File: src/rtl/uart_tx_arbiter.sv
// Round-robin arbiter that feeds one UART PISO serializer from NUM_REQ clients.
// The winner's word is captured and sent with a one-cycle load strobe. No further load is issued until the frame and the inter-frame gap have completed.
module uart_tx_arbiter #(
  parameter int NUM_REQ = 4,
  parameter int DEPTH   = 5,
  parameter int GAP     = 1
) (
  input  logic                       clk,
  input  logic                       rst,
  input  logic [NUM_REQ-1:0]         req,
  input  logic [NUM_REQ*DEPTH-1:0]   data_in,
  output logic [NUM_REQ-1:0]         gnt,
  output logic [$clog2(NUM_REQ)-1:0] owner,
  output logic                       busy,
  output logic                       uart_enable,
  output logic [DEPTH-1:0]           uart_data_in
);

  localparam int PW = $clog2(NUM_REQ);
  localparam int CW = $clog2(((DEPTH > GAP) ? DEPTH : GAP) + 1);
  localparam logic [CW-1:0] SHIFT_LAST = CW'(DEPTH);
  localparam logic [CW-1:0] GAP_LAST   = CW'((GAP > 0) ? (GAP - 1) : 0);

  typedef enum logic [1:0] {S_IDLE, S_LOAD, S_SHIFT, S_GAP} state_t;

  state_t          state;
  logic [CW-1:0]   cnt;
  logic [PW-1:0]   ptr;
  logic [PW-1:0]   win;
  logic            any_req;
  logic [DEPTH-1:0] win_word;

  // Scan from the highest offset down, so the nearest requester after ptr is the last one written and wins.
  always_comb begin
    logic [PW-1:0] cand;
    win     = '0;
    any_req = 1'b0;
    cand    = '0;
    for (int i = NUM_REQ; i >= 1; i--) begin
      cand = PW'((int'(ptr) + i) % NUM_REQ);
      if (req[cand]) begin
        win     = cand;
        any_req = 1'b1;
      end
    end
  end

  always_comb begin
    win_word = '0;
    for (int i = 0; i < NUM_REQ; i++) begin
      if (win == PW'(i)) win_word = data_in[i*DEPTH +: DEPTH];
    end
  end

  always_ff @(posedge clk or posedge rst) begin
    if (rst) begin
      state        <= S_IDLE;
      cnt          <= '0;
      ptr          <= PW'(NUM_REQ - 1);
      gnt          <= '0;
      owner        <= '0;
      busy         <= 1'b0;
      uart_enable  <= 1'b0;
      uart_data_in <= '0;
    end else begin
      case (state)
        S_IDLE: begin
          if (any_req) begin
            state        <= S_LOAD;
            ptr          <= win;
            owner        <= win;
            uart_data_in <= win_word;
            gnt          <= NUM_REQ'(1) << win;
            uart_enable  <= 1'b1;
            busy         <= 1'b1;
          end
        end
        S_LOAD: begin
          state       <= S_SHIFT;
          cnt         <= '0;
          gnt         <= '0;
          uart_enable <= 1'b0;
        end
        S_SHIFT: begin
          // DEPTH data bits plus the stop bit: counter values 0..DEPTH.
          if (cnt == SHIFT_LAST) begin
            cnt <= '0;
            if (GAP == 0) begin
              state <= S_IDLE;
              busy  <= 1'b0;
            end else begin
              state <= S_GAP;
            end
          end else begin
            cnt <= cnt + 1'b1;
          end
        end
        S_GAP: begin
          if (cnt == GAP_LAST) begin
            state <= S_IDLE;
            cnt   <= '0;
            busy  <= 1'b0;
          end else begin
            cnt <= cnt + 1'b1;
          end
        end
        default: begin
          state <= S_IDLE;
          busy  <= 1'b0;
        end
      endcase
    end
  end

endmodule

File: config.mk
export PLATFORM = sky130hd
export DESIGN_NAME = uart_tx_arbiter
export DESIGN_NICKNAME = d
export VERILOG_FILES = /design/src/rtl/uart_tx_arbiter.sv
export SDC_FILE = /design/constraint.sdc
export NUM_CORES = 1
export LEC_CHECK = 0
export ABC_AREA = 1
export CAP_MARGIN = 20
export CORE_MARGIN = 2
export CORE_UTILIZATION = 28
export DETAILED_ROUTE_END_ITERATION = 10
export GPL_TIMING_DRIVEN = 0
export PLACE_DENSITY_LB_ADDON = 0.3
export SLEW_MARGIN = 20
export SYNTH_ARGS = -nofsm -noshare
export SYNTH_HDL_FRONTEND = slang
export SYNTH_SLANG_ARGS = --single-unit
File: constraint.sdc
create_clock -name clk -period 2.3 [get_ports clk]
set_clock_uncertainty 0.2 [all_clocks]
set_input_delay 0.69 -clock clk [delete_from_list [all_inputs] [get_ports clk]]
set_output_delay 0.69 -clock clk [all_outputs]
set_load 0.05 [all_outputs]
## Word level (Yosys, flattened, before mapping)

Cells that the tools add are included.

| operators by class | value |
|---|---|
| add/subtract/negate cells | 5 |
| $lt $le $gt $ge | 4 |
| equal/unequal tests | 10 |
| shift-type cells | 1 |
| mux-type cells | 33 |
| reduce and logical (&&, ||, !) cells | 10 |

Operator list:

| kind | count |
|---|---|
| $mux W5 | 4 |
| $mux W2 | 7 |
| $lt A2 B3 Y1 const B | 4 |
| $mux W1 | 10 |
| $pmux W3 S3 | 1 |
| $bmux W1 S2 | 4 |
| $eq A2 B2 Y1 const B | 4 |
| $pmux W2 S4 | 1 |
| $pmux W4 S2 | 1 |
| $mux W3 | 2 |
| $ne A2 B2 Y1 const B | 3 |
| $reduce_and A3 Y1 | 2 |
| $add A2 B1 Y2 const B | 2 |
| $add A2 B2 Y2 const B | 2 |
| $eq A2 B1 Y1 const B | 2 |
| $logic_not A2 Y1 | 2 |
| $mux W4 | 1 |
| $pmux W1 S2 | 2 |
| $reduce_and A2 Y1 | 2 |
| $reduce_bool A2 Y1 | 2 |
| $shl A1 B2 Y4 const A | 1 |
| $add A3 B1 Y3 const B | 1 |
| $eq A3 B3 Y1 const B | 1 |
| $logic_not A3 Y1 | 1 |
| $reduce_bool A3 Y1 | 1 |

| storage, ports and cells | value |
|---|---|
| bits in registers | 20 |
| input port bits | 26 |
| output and inout port bits | 13 |

## Longest topological paths before layout

Gate-level depths: netlist of the first run.

| depth | value |
|---|---|
| depth in word-level cells | 12 |
| depth in mapped cells | 16 |

## Worst setup path after synthesis of the first run

Ideal clock, no wire load.

| timing | value |
|---|---|
| kind | input to register |
| start point | input port req[1] |
| end point | register uart_data_in[1] |
| library setup time | 0.118 ns |
| arrival | 1.710 ns |
| data required time | 1.982 ns |
| setup slack | 0.272 ns |
| stages on the path | 12 |
| buffers on the path | 1 |
| cells stage by stage | inv_1 o21ai_1 nand2_2 nand2_2 nand2_2 nand3_2 nand2_4 buf_8 o21bai_2 nand3_1 nand2_1 nand2_1 |

| on the way | value |
|---|---|
| cells in the longest elaborated chain, start to end | 11 |
| elaborated cells on any way between the ends | 25 |

Ends and longest elaborated chain:

| what | line | source |
|---|---|---|
| start, declared | 10 | `input logic [NUM_REQ-1:0] req,` |
| $bmux W1 S2 | 41 | `if (req[cand]) begin` |
| $mux W1 (not written as such) | 41 |  |
| $mux W2 (4 in a row) | 41 |  |
| $logic_not A2 Y1 | 51 | `if (win == PW'(i)) win_word = data_in[i*DEPTH +: DEPTH];` |
| $mux W5 (4 in a row) | 51 |  |
| end signal, assigned | 72 | `uart_data_in <= win_word;` |
| end, declared | 16 | `output logic [DEPTH-1:0] uart_data_in` |

Several ways; a longest one is shown, not always the timed one. The select of a mux whose other input is x is not followed.
A chain may end at the register's enable or synchronous reset.

## Final worst setup path of the first run

| timing | value |
|---|---|
| start point | input port req[3] |
| end point | register uart_data_in[1] |

Same word-level chain as after synthesis.

==> results of run 1 <==
[routing by layer]
layer  vias to the layer above  global-route usage (%)  part of all wire, %
li1                        726                       -                    -
met1                       624                    16.7                   49
met2                        28                    20.3                   46
met3                         2                    3.02                  4.5
met4                         0                    2.68                 0.25
met5                         -                       0                    0
[layout by cell type, fill, tap and decap left out, drive strengths merged, types with 2 or more instances in the layout]
| cell type | netlist | routed |
|---|---|---|
| nand2 | 77 | 77 |
| inv | 32 | 32 |
| clkdlybuf4s50 | 0 | 21 |
| dfrtp | 18 | 18 |
| buf | 3 | 16 |
| nand3 | 14 | 14 |
| dlygate4sd2 | 0 | 11 |
| o21ai | 10 | 10 |
| ha | 7 | 7 |
| nand3b | 6 | 6 |
| dlymetal6s2s | 0 | 6 |
| a21oi | 5 | 5 |
| o22ai | 4 | 4 |
| nand4 | 4 | 4 |
| clkbuf | 0 | 4 |
| o21bai | 4 | 4 |
| nor2 | 4 | 4 |
| dfstp | 2 | 2 |
[synthesized netlist by cell type (2+ instances only)]
cell      number
nand2_1       57
nand2_2       11
nor2_2         2
nand4_1        4
dfstp_2        2
o22ai_1        4
nand3b_1       6
dfrtp_1       18
nor2_1         2
ha_1           7
o21ai_0        6
a21oi_1        4
nand3_1        9
o21ai_1        2
o21ai_2        2
nand3_2        5
o21bai_2       3
nand2_4        9
inv_1         26
buf_6          2
inv_2          4
[worst paths after layout]
check	start	endpoint
max	req[3]	uart_data_in[1]$_DFFE_PP0P_
min	uart_data_in[3]$_DFFE_PP0P_	uart_data_in[3]$_DFFE_PP0P_
max reg2reg	ptr[0]$_DFFE_PP1P_	uart_data_in[1]$_DFFE_PP0P_
min reg2reg	uart_data_in[3]$_DFFE_PP0P_	uart_data_in[3]$_DFFE_PP0P_
max in group asynchronous	rst	gnt[1]$_DFFE_PP0P_
min in group asynchronous	rst	cnt[0]$_DFFE_PP0N_
[critical path: cells and delay by family]
family                 cells  cell delay [ns]
buffers and inverters      4             0.49
AND/OR/NAND/NOR           10             0.82
AO/OA/AOI/OAI              1             0.10
[power by group through the flow]
stage                     Clock, mW  Combinational [mW]  Sequential, mW
final                         0.261                2.78           0.609
after global routing          0.293                3.10           0.633
after CTS                     0.274                2.67           0.613
after detailed placement          0                2.43           0.618
after global placement            0                2.40           0.616
after floorplan                   0                1.55           0.936
[final cells by class]
class                           count  area, µm²
Timing Repair Buffer               51        492
Clock buffer                        4       55.1
Tap cell                           70       87.6
Fill cell                         524       2980
Sequential cell                    20        503
Multi-Input combinational cell    139        885
Buffer                              3       37.5
Inverter                           32        130
[per-stage QoR]
stage	setup slack (ns)	cell area, µm²	TNS, ns	hold slack, ns	std cells
after detailed placement	-0.392	1980	-5.25	0.270	302
after global placement	-0.371	1980	-4.89	0.261	302
after floorplan	0.272	1510	0	0.328	194
final	0.122	2190	0	0.278	319
after CTS	-0.0133	2130	-0.0133	0.285	314
after global routing	-0.0138	2190	-0.0138	0.306	319
[flip-flops by register name, indices dropped and copies added, names as in the netlist]
name,count
busy,1
owner,2
uart_enable,1
state,2
cnt,3
gnt,4
uart_data_in,5
ptr,2
[kinds of logic after synthesis]
| logic type | count (synthesis) | share of synthesized area [%] |
|---|---|---|
| buf+inv | 35 | 11.1 |
| fa+ha+maj | 7 | 5.78 |
| simple gates | 108 | 39.3 |
| flops | 20 | 33.2 |
| compound gates | 24 | 10.6 |
[repair_timing]
action                     4_1_cts  5_1_grt
gates cloned                     0        0
gates resized for setup         18       10
setup buffers                    8        5
pin swaps                        5        9
setup endpoints to repair       24       17
==> summary.md, run 1 <==
| Metric | Value |
|---|---|
| Hold-fix buffers, CTS | `0` |
| WP data required | `2.25 ns` |
| Largest net degree at the start of global routing | `21` |
| Die area | `6010 µm²` |
| Gr usage total | `12.4%` |
| Total Power Consumption | `3.65 mW` |
| ANT nets after route | `0` |
| Ys async rst share | `100%` |
| DRC errors left | `0` |
| Initial DRC Count | `44` |
| Max cap viols | `0` |
| Slew HR | `49.5%` |
| Synthesized instance count | `194` |
| Syn Nets | `227` |
| Die width | `77.5 µm` |
| Final worst path period need | `2.18 ns` |
| Global route overflow | `0` |
| Floorplan row count | `26` |
| Crit path arrival time | `2.12 ns` |
| Startpoint types | `input pin` |
| Sw power | `1.87 mW` |
| Power per standard cell area | `1670 nW/µm²` |
| N_diodes | `0` |
| Core ar. | `5170 µm²` |
| Clock latency on the worst-skew pair | `0.25 ns` |
| DR pass1 iterations | `4` |
| Crit. End Element | `register` |
| Setup Viol. Count Final | `0` |
| Cell variety after synth | `30` |
| Sw Ratio | `51.2%` |
| Reg2reg setup slack | `0.16 ns` |
| Global-route wire length before repair | `6070 µm` |
| Power share of the clock group | `7.1%` |
| Initial antenna violation count | `0` |
| Max IR drop VDD | `668 µV` |
| Hold Path Depth | `2` |
| Post-synth top area cell | `dfrtp_1` |
| Detail Placement HPWL | `2580 µm` |
| Yosys reg bits | `20` |
| Critical path class | `input pin to register` |
| Worst r2r path cells | `15` |
| RePlAce Congestion | `0.774` |
| H-tree depth | `1` |
| Worst path max stage delay | `0.26 ns` |
| Layout cells sized above 1 | `27.7%` |
| Hold Crit Class | `register to register` |
| Clock Path Buffers | `2` |
| Crit path max-delay cell type | `dlygate4sd2_1` |
| CTS root buf | `clkbuf_8` |
| Final worst path period share | `94.7%` |
| Synth area leaders | `dfrtp_1 (30%), nand2_1 (14%), nand2_4 (6.7%)` |
| Detailed-route vias per instance | `4.33` |
| CP Max Fanout | `8` |
| Status | `finished, final reports clean` |
| Final Hold Vio Count | `0` |
| Final core utilization | `42.3%` |
| Mapped Area | `1510 µm²` |
| Via count | `1380` |
| EDFF count, synth | `0` |
| Number of synthesis warnings | `0` |
| I/O Pins | `39` |
| CTS tree | `built` |
| Final nets | `283` |
| Sink Count | `20` |
| Max Clk Rate | `459 MHz` |
| Gate power share | `76.2%` |
| Synth-to-layout area growth | `44.6%` |
| DR WL/cell | `11.3 µm` |
| Average size of a mapped cell | `7.80 µm²` |
| CTS Buf Count | `3` |
| Vias in the first global route | `1287` |
| Internal power | `1.78 mW` |
| Critical path, cell by cell | `dlygate4sd2_1, inv_1, nand2_1, nand3_2, nand2_1, inv_1, nand2_2, nand2_2, nand2_4, nand2_8, buf_8, o21bai_2, nand3_1, nand2_1, nand2_1` |
| Initial Util | `29.3%` |
| Worst-margin pin slew | `0.757 ns` |
| Clock slew at reported path FFs | `0.07 ns` |
| Max Slew Vio Count | `0` |
| Crit-path most repeated cell | `nand2_1` |
| Port-buffer cells | `38` |
| Area share of the leading cell type in the synthesized netlist | `29.8%` |
| Most used DFF post-synth | `dfrtp_1` |
| Reg power frac | `16.7%` |
| Die Y | `77.5 µm` |
| Leakage | `1.16 nW` |
| Post-synthesis sequential area ratio | `33.2%` |
| Final WL | `3600 µm` |
Power figures use the tool's default switching activity.
==> run 2, diff against run 1 <==
--- a/config.mk
+++ b/config.mk
@@ -12,6 +12,7 @@
 export DETAILED_ROUTE_END_ITERATION = 10
 export GPL_TIMING_DRIVEN = 0
 export PLACE_DENSITY_LB_ADDON = 0.3
+export REMOVE_ABC_BUFFERS = 1
 export SLEW_MARGIN = 20
 export SYNTH_ARGS = -nofsm -noshare
 export SYNTH_HDL_FRONTEND = slang
==> summary.md, run 2 (synthesis results as in run 1) <==
| Metric | Value |
|---|---|
| Status | `finished, final reports clean` |
| Synth-to-layout area growth | `42.3%` |
| Crit. End Element | `register` |
| Largest Register | `uart_data_in` |
| Commonest non-fill, non-tap cells in the layout | `nand2_1 (56), inv_1 (23), clkdlybuf4s50_1 (21)` |
| Largest net degree at the start of global routing | `21 (unchanged)` |
| Clock Path Buffers | `2 (unchanged)` |
| Fin cells | `314 (-1.6%)` |
| Top flop regs | `uart_data_in (5), gnt (4), cnt (3)` |
| Global route overflow | `0 (unchanged)` |
| Setup Viol. Count Final | `0 (unchanged)` |
| Max cap viols | `0 (unchanged)` |
| Final worst path period share | `92.9% (-1.8 points)` |
| Layout cells sized above 1 | `25.8% (-1.9 points)` |
| Flip-flop and latch area | `503 µm² (unchanged)` |
| Slew HR | `48.9% (-0.53 points)` |
| Commonest non-fill, non-tap cell in the layout | `nand2_1` |
| Placement Setup Slack | `-0.421 ns (-0.0283 ns)` |
| Startpoint types | `register` |
| Clock latency on the worst-skew pair | `0.26 ns (about the same)` |
| CTS tree | `built` |
| Max IR drop VDD | `428 µV (-36%)` |
| Port-buffer cells | `38 (unchanged)` |
| I/O Pins | `39 (unchanged)` |
| DR WL/cell | `10.6 µm (-5.9%)` |
| Final worst path period need | `2.14 ns (-0.0415 ns)` |
| Fin worst setup slack | `0.164 ns (+0.0415 ns)` |
| Core ar. | `5170 µm² (unchanged)` |
| Detailed-route vias per instance | `4.32 (-0.10%)` |
| Crit path arrival time | `2.10 ns (-0.02 ns)` |
| Initial antenna violation count | `0 (unchanged)` |
| N_diodes | `0 (unchanged)` |
| Leakage | `1.10 nW (-5.2%)` |
| DRC errors left | `0 (unchanged)` |
| Hold-fix buffers, CTS | `0 (unchanged)` |
| Final nets | `278 (-1.8%)` |
| RePlAce Congestion | `0.749 (-3.2%)` |
| Vias in the first global route | `1214 (-5.7%)` |
| Die width | `77.5 µm (unchanged)` |
| CTS Buf Count | `3 (unchanged)` |
| DR pass1 iterations | `4 (unchanged)` |
| Max Slew Vio Count | `0 (unchanged)` |
| Clock slew at reported path FFs | `0.08 ns (about the same)` |
| Worst-margin pin slew | `0.765 ns (+0.00790 ns)` |
| WP data required | `2.26 ns (about the same)` |
| Via count | `1357 (-1.7%)` |
| Internal power | `1.68 mW (-5.8%)` |
| Reg power frac | `17.8% (+1.1 points)` |
| Global-route wire length before repair | `5470 µm (-9.8%)` |
| Die area | `6010 µm² (unchanged)` |
| CP Max Fanout | `9 (+1)` |
| Critical path class | `register to register` |
| Die Y | `77.5 µm (unchanged)` |
| Power per standard cell area | `1660 nW/µm² (-0.77%)` |
| Placed inst area | `1940 µm² (-1.9%)` |
| Final WL | `3330 µm (-7.4%)` |
| Initial Util | `29.3% (unchanged)` |
| Floorplan row count | `26 (unchanged)` |
| Multi-input logic area | `915 µm² (+3.4%)` |
| H-tree depth | `1 (unchanged)` |
| Gr usage total | `11.1% (-1.3 points)` |
| Hold Crit Class | `register to register` |
| Fillers | `520 (-0.76%)` |
| Power share of the clock group | `9.9% (+2.8 points)` |
| Max Clk Rate | `468 MHz (+1.9%)` |
| Max reg flops | `5 (unchanged)` |
| Total Power Consumption | `3.57 mW (-2.4%)` |
| CTS root buf | `clkbuf_8` |
| Placed cell count | `299 (-0.99%)` |
| Detail Placement HPWL | `2400 µm (-7.0%)` |
| Initial DRC Count | `33 (-25%)` |
| Design area | `2150 µm² (-1.6%)` |
| Final Hold Vio Count | `0 (unchanged)` |
| Gate power share | `72.2% (-4.0 points)` |
| Sink Count | `20 (unchanged)` |
| Sw power | `1.89 mW (+0.95%)` |
| Sw Ratio | `53.0% (+1.7 points)` |
| ANT nets after route | `0 (unchanged)` |
-- run 2: final cells by class --
type,instances,area share (%)
Sequential cell,20,23.3
Clock buffer,3,1.92
Inverter,32,6.50
Tap cell,70,4.07
Timing Repair Buffer,47,20.3
Clock inverter,1,1.39
Multi-Input combinational cell,141,42.5
-- run 2: through the flow --
| stage | hold WS [ns] | utilization (%) | TNS (ns) |
|---|---|---|---|
| after detailed placement | 0.265 | 37.6 | -5.86 |
| after floorplan | 0.328 | - | 0 |
| final | 0.274 | 41.7 | 0 |
| after CTS | 0.281 | 40.7 | -0.000345 |
| after global placement | 0.264 | 37.6 | -5.79 |
| after global routing | 0.300 | 41.7 | -0.0110 |
-- run 2: path summary, 6_finish.rpt --
check | endpoint | slack, ns | depth (start not counted) | from
setup / recovery | uart_data_in[1]$_DFFE_PP0P_ | 0.16 | 13 | ptr[0]$_DFFE_PP1P_
hold / removal | uart_data_in[4]$_DFFE_PP0P_ | 0.27 | 2 | uart_data_in[4]$_DFFE_PP0P_
setup reg to reg | uart_data_in[1]$_DFFE_PP0P_ | 0.16 | 13 | ptr[0]$_DFFE_PP1P_
hold reg to reg | uart_data_in[4]$_DFFE_PP0P_ | 0.27 | 2 | uart_data_in[4]$_DFFE_PP0P_
max in group asynchronous | state[1]$_DFFE_PP0P_ | 0.76 | 2 | rst
min in group asynchronous | gnt[0]$_DFFE_PP0P_ | 0.66 | 2 | rst
-- run 2: metal layers --
layer  vias to the layer above  track usage, %  wire, µm
met3                         2            4.19       206
met4                         0            1.07        17
met1                       597            13.4      1530
met5                         -               0         0
met2                        32            19.5      1580
li1                        726               -         -
-- run 2: what timing repair did --
action                     4_1_cts  5_1_grt
setup endpoints to repair       27       15
buffers inserted                 8        1
resized for setup               21       10
cloned                           1        1
pin swaps                        3        8
-- run 2: critical path: stages, from the launching register on --
cell	delay [ns]
dfstp_2	0.69
inv_8	0.10
nand2_2	0.08
nand2_2	0.06
inv_2	0.08
nor2_2	0.04
nor2_2	0.13
nand3_4	0.19
nand2_4	0.16
nand3b_1	0.08
nand2_1	0.06
inv_1	0.04
nand2_1	0.05
nand2_1	0.04
-- run 2: power groups by stage --
stage                     combinational [mW]  clock (mW)  sequential, mW
final                                   2.58       0.354           0.636
after global routing                    2.85       0.374           0.664
after CTS                               2.50       0.362           0.639
after detailed placement                2.26           0           0.645
after global placement                  2.25           0           0.644
after floorplan                         1.41           0           0.959
==> run 3, diff against run 2 <==
--- a/config.mk
+++ b/config.mk
@@ -9,6 +9,7 @@
 export CAP_MARGIN = 20
 export CORE_MARGIN = 2
 export CORE_UTILIZATION = 28
+export CTS_BUF_LIST = sky130_fd_sc_hd__clkbuf_8
 export DETAILED_ROUTE_END_ITERATION = 10
 export GPL_TIMING_DRIVEN = 0
 export PLACE_DENSITY_LB_ADDON = 0.3
==> results of run 3 <==
Same layout as run 2: the final DEF is identical, and so are final timing and power.
